===== src/rtl/d_cache_tag_ctrl.sv =====
// d_cache_tag_ctrl: direct-mapped data cache tag controller.
// Sequences tag RAM lookup, hit/miss response, line refill handshake and
// tag write-back. Optional macro DCACHE_FLUSH_EN adds the invalidate-all
// FLUSH state, flush_i handling and an automatic tag RAM clear after reset.
module d_cache_tag_ctrl #(
    parameter int unsigned TAG_W = 55,
    parameter int unsigned IDX_W = 6
) (
    input  logic             clk,
    input  logic             rst,
    input  logic             req_valid_i,
    output logic             req_ready_o,
    input  logic [63:0]      req_addr_i,
    output logic             resp_valid_o,
    output logic             hit_o,
    output logic             miss_o,
    output logic             refill_req_o,
    output logic [63:0]      refill_addr_o,
    input  logic             refill_done_i,
    input  logic             flush_i,
    output logic             flush_busy_o,
    output logic [IDX_W-1:0] tag_addr_o,
    output logic [TAG_W:0]   tag_data_o,
    output logic             tag_we_o,
    input  logic [TAG_W-1:0] tag_data_i,
    input  logic             tag_valid_i
);

    localparam int unsigned ADDR_W = 64;
    localparam int unsigned OFF_W  = 3;
    localparam int unsigned LINE_W = ADDR_W - OFF_W;

    typedef enum logic [2:0] {
        IDLE,
        LOOKUP,
        COMPARE,
        REFILL,
        TAG_WRITE
`ifdef DCACHE_FLUSH_EN
        , FLUSH
`endif
    } state_t;

    state_t              state;
    logic [LINE_W-1:0]   line_q;
    logic                tag_match_c;
    logic                ready_idle_c;
    logic                unused_c;

    // Line address of the in-flight request: tag in the top bits, set index in the bottom bits.
    assign tag_match_c = tag_valid_i && (tag_data_i == line_q[LINE_W-1 -: TAG_W]);

`ifdef DCACHE_FLUSH_EN
    logic             pend_q;
    logic             init_q;
    logic [IDX_W-1:0] cnt_q;
    logic             pend_nxt_c;

    // A flush seen while busy is remembered and blocks new requests on return to IDLE.
    assign pend_nxt_c   = pend_q | flush_i;
    assign ready_idle_c = ~pend_nxt_c;
    assign unused_c     = ^req_addr_i[OFF_W-1:0];
`else
    assign ready_idle_c = 1'b1;
    assign flush_busy_o = 1'b0;
    assign unused_c     = ^{req_addr_i[OFF_W-1:0], flush_i};
`endif

    // Controller state machine; every output is registered alongside the state.
    always_ff @(posedge clk or negedge rst) begin
        if (!rst) begin
            state         <= IDLE;
            line_q        <= '0;
            resp_valid_o  <= 1'b0;
            hit_o         <= 1'b0;
            miss_o        <= 1'b0;
            refill_req_o  <= 1'b0;
            refill_addr_o <= '0;
            tag_addr_o    <= '0;
            tag_data_o    <= '0;
            tag_we_o      <= 1'b0;
`ifdef DCACHE_FLUSH_EN
            req_ready_o   <= 1'b0;
            flush_busy_o  <= 1'b0;
            pend_q        <= 1'b0;
            init_q        <= 1'b1;
            cnt_q         <= '0;
`else
            req_ready_o   <= 1'b1;
`endif
        end else begin
            resp_valid_o <= 1'b0;
            hit_o        <= 1'b0;
            miss_o       <= 1'b0;
            tag_we_o     <= 1'b0;
            tag_data_o   <= '0;
`ifdef DCACHE_FLUSH_EN
            if (state != IDLE) begin
                pend_q <= pend_nxt_c;
            end
`endif
            case (state)
                IDLE: begin
`ifdef DCACHE_FLUSH_EN
                    if (flush_i || pend_q || init_q) begin
                        state        <= FLUSH;
                        pend_q       <= 1'b0;
                        init_q       <= 1'b0;
                        cnt_q        <= '0;
                        tag_addr_o   <= '0;
                        tag_we_o     <= 1'b1;
                        flush_busy_o <= 1'b1;
                        req_ready_o  <= 1'b0;
                    end else
`endif
                    if (req_valid_i && req_ready_o) begin
                        state       <= LOOKUP;
                        line_q      <= req_addr_i[ADDR_W-1:OFF_W];
                        tag_addr_o  <= req_addr_i[OFF_W +: IDX_W];
                        req_ready_o <= 1'b0;
                    end
                end
                LOOKUP: begin
                    state <= COMPARE;
                end
                COMPARE: begin
                    if (tag_match_c) begin
                        state        <= IDLE;
                        resp_valid_o <= 1'b1;
                        hit_o        <= 1'b1;
                        req_ready_o  <= ready_idle_c;
                    end else begin
                        state         <= REFILL;
                        refill_req_o  <= 1'b1;
                        refill_addr_o <= {line_q, 3'b000};
                    end
                end
                REFILL: begin
                    if (refill_done_i) begin
                        state         <= TAG_WRITE;
                        refill_req_o  <= 1'b0;
                        refill_addr_o <= '0;
                        tag_we_o      <= 1'b1;
                        tag_addr_o    <= line_q[IDX_W-1:0];
                        tag_data_o    <= {1'b1, line_q[LINE_W-1 -: TAG_W]};
                        resp_valid_o  <= 1'b1;
                        miss_o        <= 1'b1;
                    end
                end
                TAG_WRITE: begin
                    state       <= IDLE;
                    req_ready_o <= ready_idle_c;
                end
`ifdef DCACHE_FLUSH_EN
                FLUSH: begin
                    cnt_q <= cnt_q + IDX_W'(1);
                    if (cnt_q == '1) begin
                        state        <= IDLE;
                        flush_busy_o <= 1'b0;
                        req_ready_o  <= ready_idle_c;
                    end else begin
                        tag_we_o   <= 1'b1;
                        tag_addr_o <= cnt_q + IDX_W'(1);
                    end
                end
`endif
                default: begin
                    state <= IDLE;
                end
            endcase
        end
    end

endmodule


===== config.mk =====
export PLATFORM = sky130hd
export DESIGN_NAME = d_cache_tag_ctrl
export DESIGN_NICKNAME = d
export VERILOG_FILES = /design/src/rtl/d_cache_tag_ctrl.sv
export SDC_FILE = /design/constraint.sdc
export NUM_CORES = 1
export LEC_CHECK = 0
export BUFFER_PORTS_ARGS = -buffer_cell sky130_fd_sc_hd__buf_2
export CORE_ASPECT_RATIO = 1.1
export CORE_MARGIN = 1
export CORE_UTILIZATION = 32
export CTS_BUF_LIST = sky130_fd_sc_hd__clkbuf_16
export DETAILED_ROUTE_END_ITERATION = 8
export MAX_ROUTING_LAYER = met4
export PLACE_DENSITY = 0.66
export SETUP_SLACK_MARGIN = 0.02
export SYNTH_ARGS = -nofsm -noshare
export SYNTH_HDL_FRONTEND = slang
export SYNTH_SLANG_ARGS = --single-unit
export TNS_END_PERCENT = 50

===== constraint.sdc =====
create_clock -name clk -period 3 [get_ports clk]
set_input_delay 0.6 -clock clk [delete_from_list [all_inputs] [get_ports clk]]
set_output_delay 0.6 -clock clk [all_outputs]
set_load 0.01 [all_outputs]

==> metrics.log <==
[metrics] library cells used by synthesis: 40
[metrics] number of buffers added on ports: 249
[metrics] outcome: complete, no violations
[metrics] tightest hold margin: 0.189 ns
[metrics] count of nets after finishing: 1,029
[metrics] post-detailed-route DRC marker count: 0
[metrics] hold bufs inserted after CTS: 0
[metrics] remaining antenna violation count: 0
[metrics] final number of max-transition violations: 0
[metrics] post-synthesis register bit count: 191
[metrics] class of the tightest hold or removal check: in -> async
[metrics] final critical-path share of the clock period: 91.9%
[metrics] CP required: 3.32 ns
[metrics] most frequent standard cell in the layout excluding fill and tap cells: buf_2
[metrics] num ports: 258
[metrics] Peak supply drop: 0.385 mV
[metrics] placed wire-length estimate: 15,800 um
[metrics] global placer's final weighted congestion: 0.814
[metrics] power density over cell area: 940 mW/mm^2
[metrics] share of flip-flops with an asynchronous set or reset after synthesis: 100%
[metrics] number of placed cells counting well taps: 1,190
[metrics] Setup Fix Bufs, Post-CTS: 0
[metrics] wire length of the first global-routing pass: 34,200 um
[metrics] Filler Cells Inserted: 2,301
[metrics] largest fanout on the critical path: 37
[metrics] YS warnings: 0
[metrics] largest net degree at the start of global routing: 70
[metrics] total routing usage reported by global routing: 19.2%
[metrics] critical path arrival: 3.07 ns
[metrics] number of instances resized during post-cts repair: 0
[metrics] unrepaired setup endpoints after global routing: no
[metrics] capturing element type of the critical path: register
[metrics] total number of H-tree levels: 4
[metrics] Longest Clk Path Bufs: 2
[metrics] first-pass iteration count of the detailed router: 5
[metrics] setup total negative slack: 0 ns
[metrics] core outline area: 0.0237 mm^2
[metrics] highest achievable clock rate: 363 MHz
[metrics] fraction of final layout cells sized beyond drive strength 1: 39.6%
[metrics] average detailed-routed wire length per instance: 18.3 um
[metrics] post-route minimum period: 2.76 ns
[metrics] number of buffers created by CTS: 17
[metrics] TritonCTS clock tree: done
[metrics] final hold violation count: 0
[metrics] leakage: 5.14 nW
[metrics] routed via count: 5,780
[metrics] clock tree sinks: 191
[metrics] vias in the first global route: 5,828
[metrics] Routed WL: 22,400 um
[metrics] post-route non-filler standard cell count: 1,225
[metrics] area overhead of the layout relative to synthesis: 29.3%
[metrics] sequential area share after synthesis: 61.8%
[metrics] Placement Rows: 59
[metrics] final setup vio count: 0
[metrics] Via density: 4.72
[metrics] vertical die dimension: 165 um
[metrics] most used flip-flop cell after synthesis: dfrtp_1
[metrics] Mean Syn Cell Area: 11.7 um^2
[metrics] number of antenna violations at the first check in global routing: 2
[metrics] Slew @ Worst Pin: 0.594 ns
[metrics] clock latency on the worst-skew pair: 0.43 ns
[metrics] critical path type: reg -> reg
[metrics] highest-count cells in the layout ignoring fill and taps: buf_2 (248), dfrtp_1 (190), nand2_1 (117)
[metrics] kind of start point of the critical path: register
[metrics] number of synthesized flops with an enable pin: 0
[metrics] root buffer cell: clkbuf_16
[metrics] remaining global-route overflow: 0
[metrics] Worst Clk Skew: 0.0246 ns
[metrics] Mapped Area: 0.00774 mm^2
[metrics] number of instances in the synthesized netlist: 660
[metrics] die area: 0.0248 mm^2
[metrics] Starting DRT DRC Count: 275
[metrics] horizontal die dimension: 150 um
[metrics] starting utilization of the core area: 32.7%
[metrics] number of max-cap violations: 0
[metrics] clock input transition at the sequential cells of the worst setup and hold paths: 0.07 ns
[metrics] remaining max-slew budget at the tightest pin: 60.4%
[cells by family after synthesis]
group	share of synthesized area (%)
AOI/OAI and AO/OA	6.84
xor gates and xnor gates	4.64
buffers and inverters	3.53
DFF	61.8
muxes	10.0
other	0.0485
and+or+nand+nor	13.1
[per-layer routing]
| metal | vias to the layer above | wire [um] | track usage, % |
|---|---|---|---|
| met5 | - | 0 | - |
| met4 | 0 | 413 | 6.38 |
| met3 | 21 | 1410 | 4.40 |
| met2 | 195 | 10700 | 29.4 |
| met1 | 2857 | 9900 | 25.0 |
| li1 | 2707 | - | - |
[registers in the layout, summed over array words and instances, names as in the netlist]
name / flops
req_ready_o: 1
state: 3
resp_valid_o: 1
refill_req_o: 1
line_q: 61
hit_o: 1
tag_addr_o: 6
tag_data_o: 56
refill_addr_o: 61
[stage by stage]
stage                     cell area, um^2  worst slack (ns)  power [mW]  utilization, %
final                               10000             0.244        9.40            42.2
after global routing                10000            0.0935        10.0            42.2
after CTS                            9990             0.107        9.54            42.2
after detailed placement             9400           -0.0979        7.19            39.7
after global placement               9400           -0.0911        7.10            39.7
after floorplan                      7750             0.639        5.85               -
[final timing paths]
| kind | from | endpoint | slack [ns] | depth (start not counted) |
|---|---|---|---|---|
| max | line_q[35]$_DFFE_PN0P_ | refill_req_o$_DFFE_PN0P_ | 0.24 | 8 |
| min | rst | tag_data_o[22]$_DFF_PN0_ | 0.19 | 1 |
| max reg2reg | line_q[35]$_DFFE_PN0P_ | refill_req_o$_DFFE_PN0P_ | 0.24 | 8 |
| min reg2reg | refill_req_o$_DFFE_PN0P_ | refill_req_o$_DFFE_PN0P_ | 0.48 | 1 |
| max in group asynchronous | rst | req_ready_o$_DFFE_PN1P_ | 2.07 | 2 |
| min in group clk | tag_data_i[18] | refill_addr_o[27]$_DFFE_PN0P_ | 0.39 | 2 |
[synth_stat cells (all sizes together), types with 2 or more instances]
library cell / count / area (um^2)
dfrtp: 190 / 4750
nand2: 117 / 439
mux2: 61 / 687
o22ai: 60 / 375
and2: 49 / 307
clkbuf: 31 / 116
nor2: 24 / 90.1
xnor2: 24 / 210
xor2: 17 / 149
inv: 16 / 60.1
buf: 14 / 96.3
mux2i: 9 / 90.1
nand4: 9 / 56.3
nor4: 8 / 50.1
o2bb2ai: 5 / 43.8
a22oi: 3 / 22.5
a21o: 2 / 15.0
a21oi: 2 / 10.0
[where the power goes]
part           switching, mW  internal, mW  total [mW]
Sequential             0.660          3.39        4.05
Clock                   1.01          1.31        2.32
Combinational           1.67          1.37        3.03
[worst max-delay path, stage by stage, from the launching register on]
cell and delay [ns]:
dfrtp_1 0.42, xnor2_1 0.27, nand4_1 0.30, nor4_1 0.49
buf_4 0.21, nand4_1 0.13, o31a_2 0.44, buf_12 0.20
a21o_1 0.17
[final cells by class]
cell class / count / area [um^2] / share of cell area, %
Clock buffer: 17 / 425 / 4.25
Timing Repair Buffer: 267 / 1470 / 14.7
Inverter: 16 / 60.1 / 0.601
Sequential cell: 191 / 4780 / 47.8
Multi-Input combinational cell: 411 / 2710 / 27.1
Tap cell: 305 / 382 / 3.82
Antenna cell: 3 / 7.51 / 0.0751
Clock inverter: 15 / 169 / 1.69
Note: power is estimated with default switching activity, not from simulation.
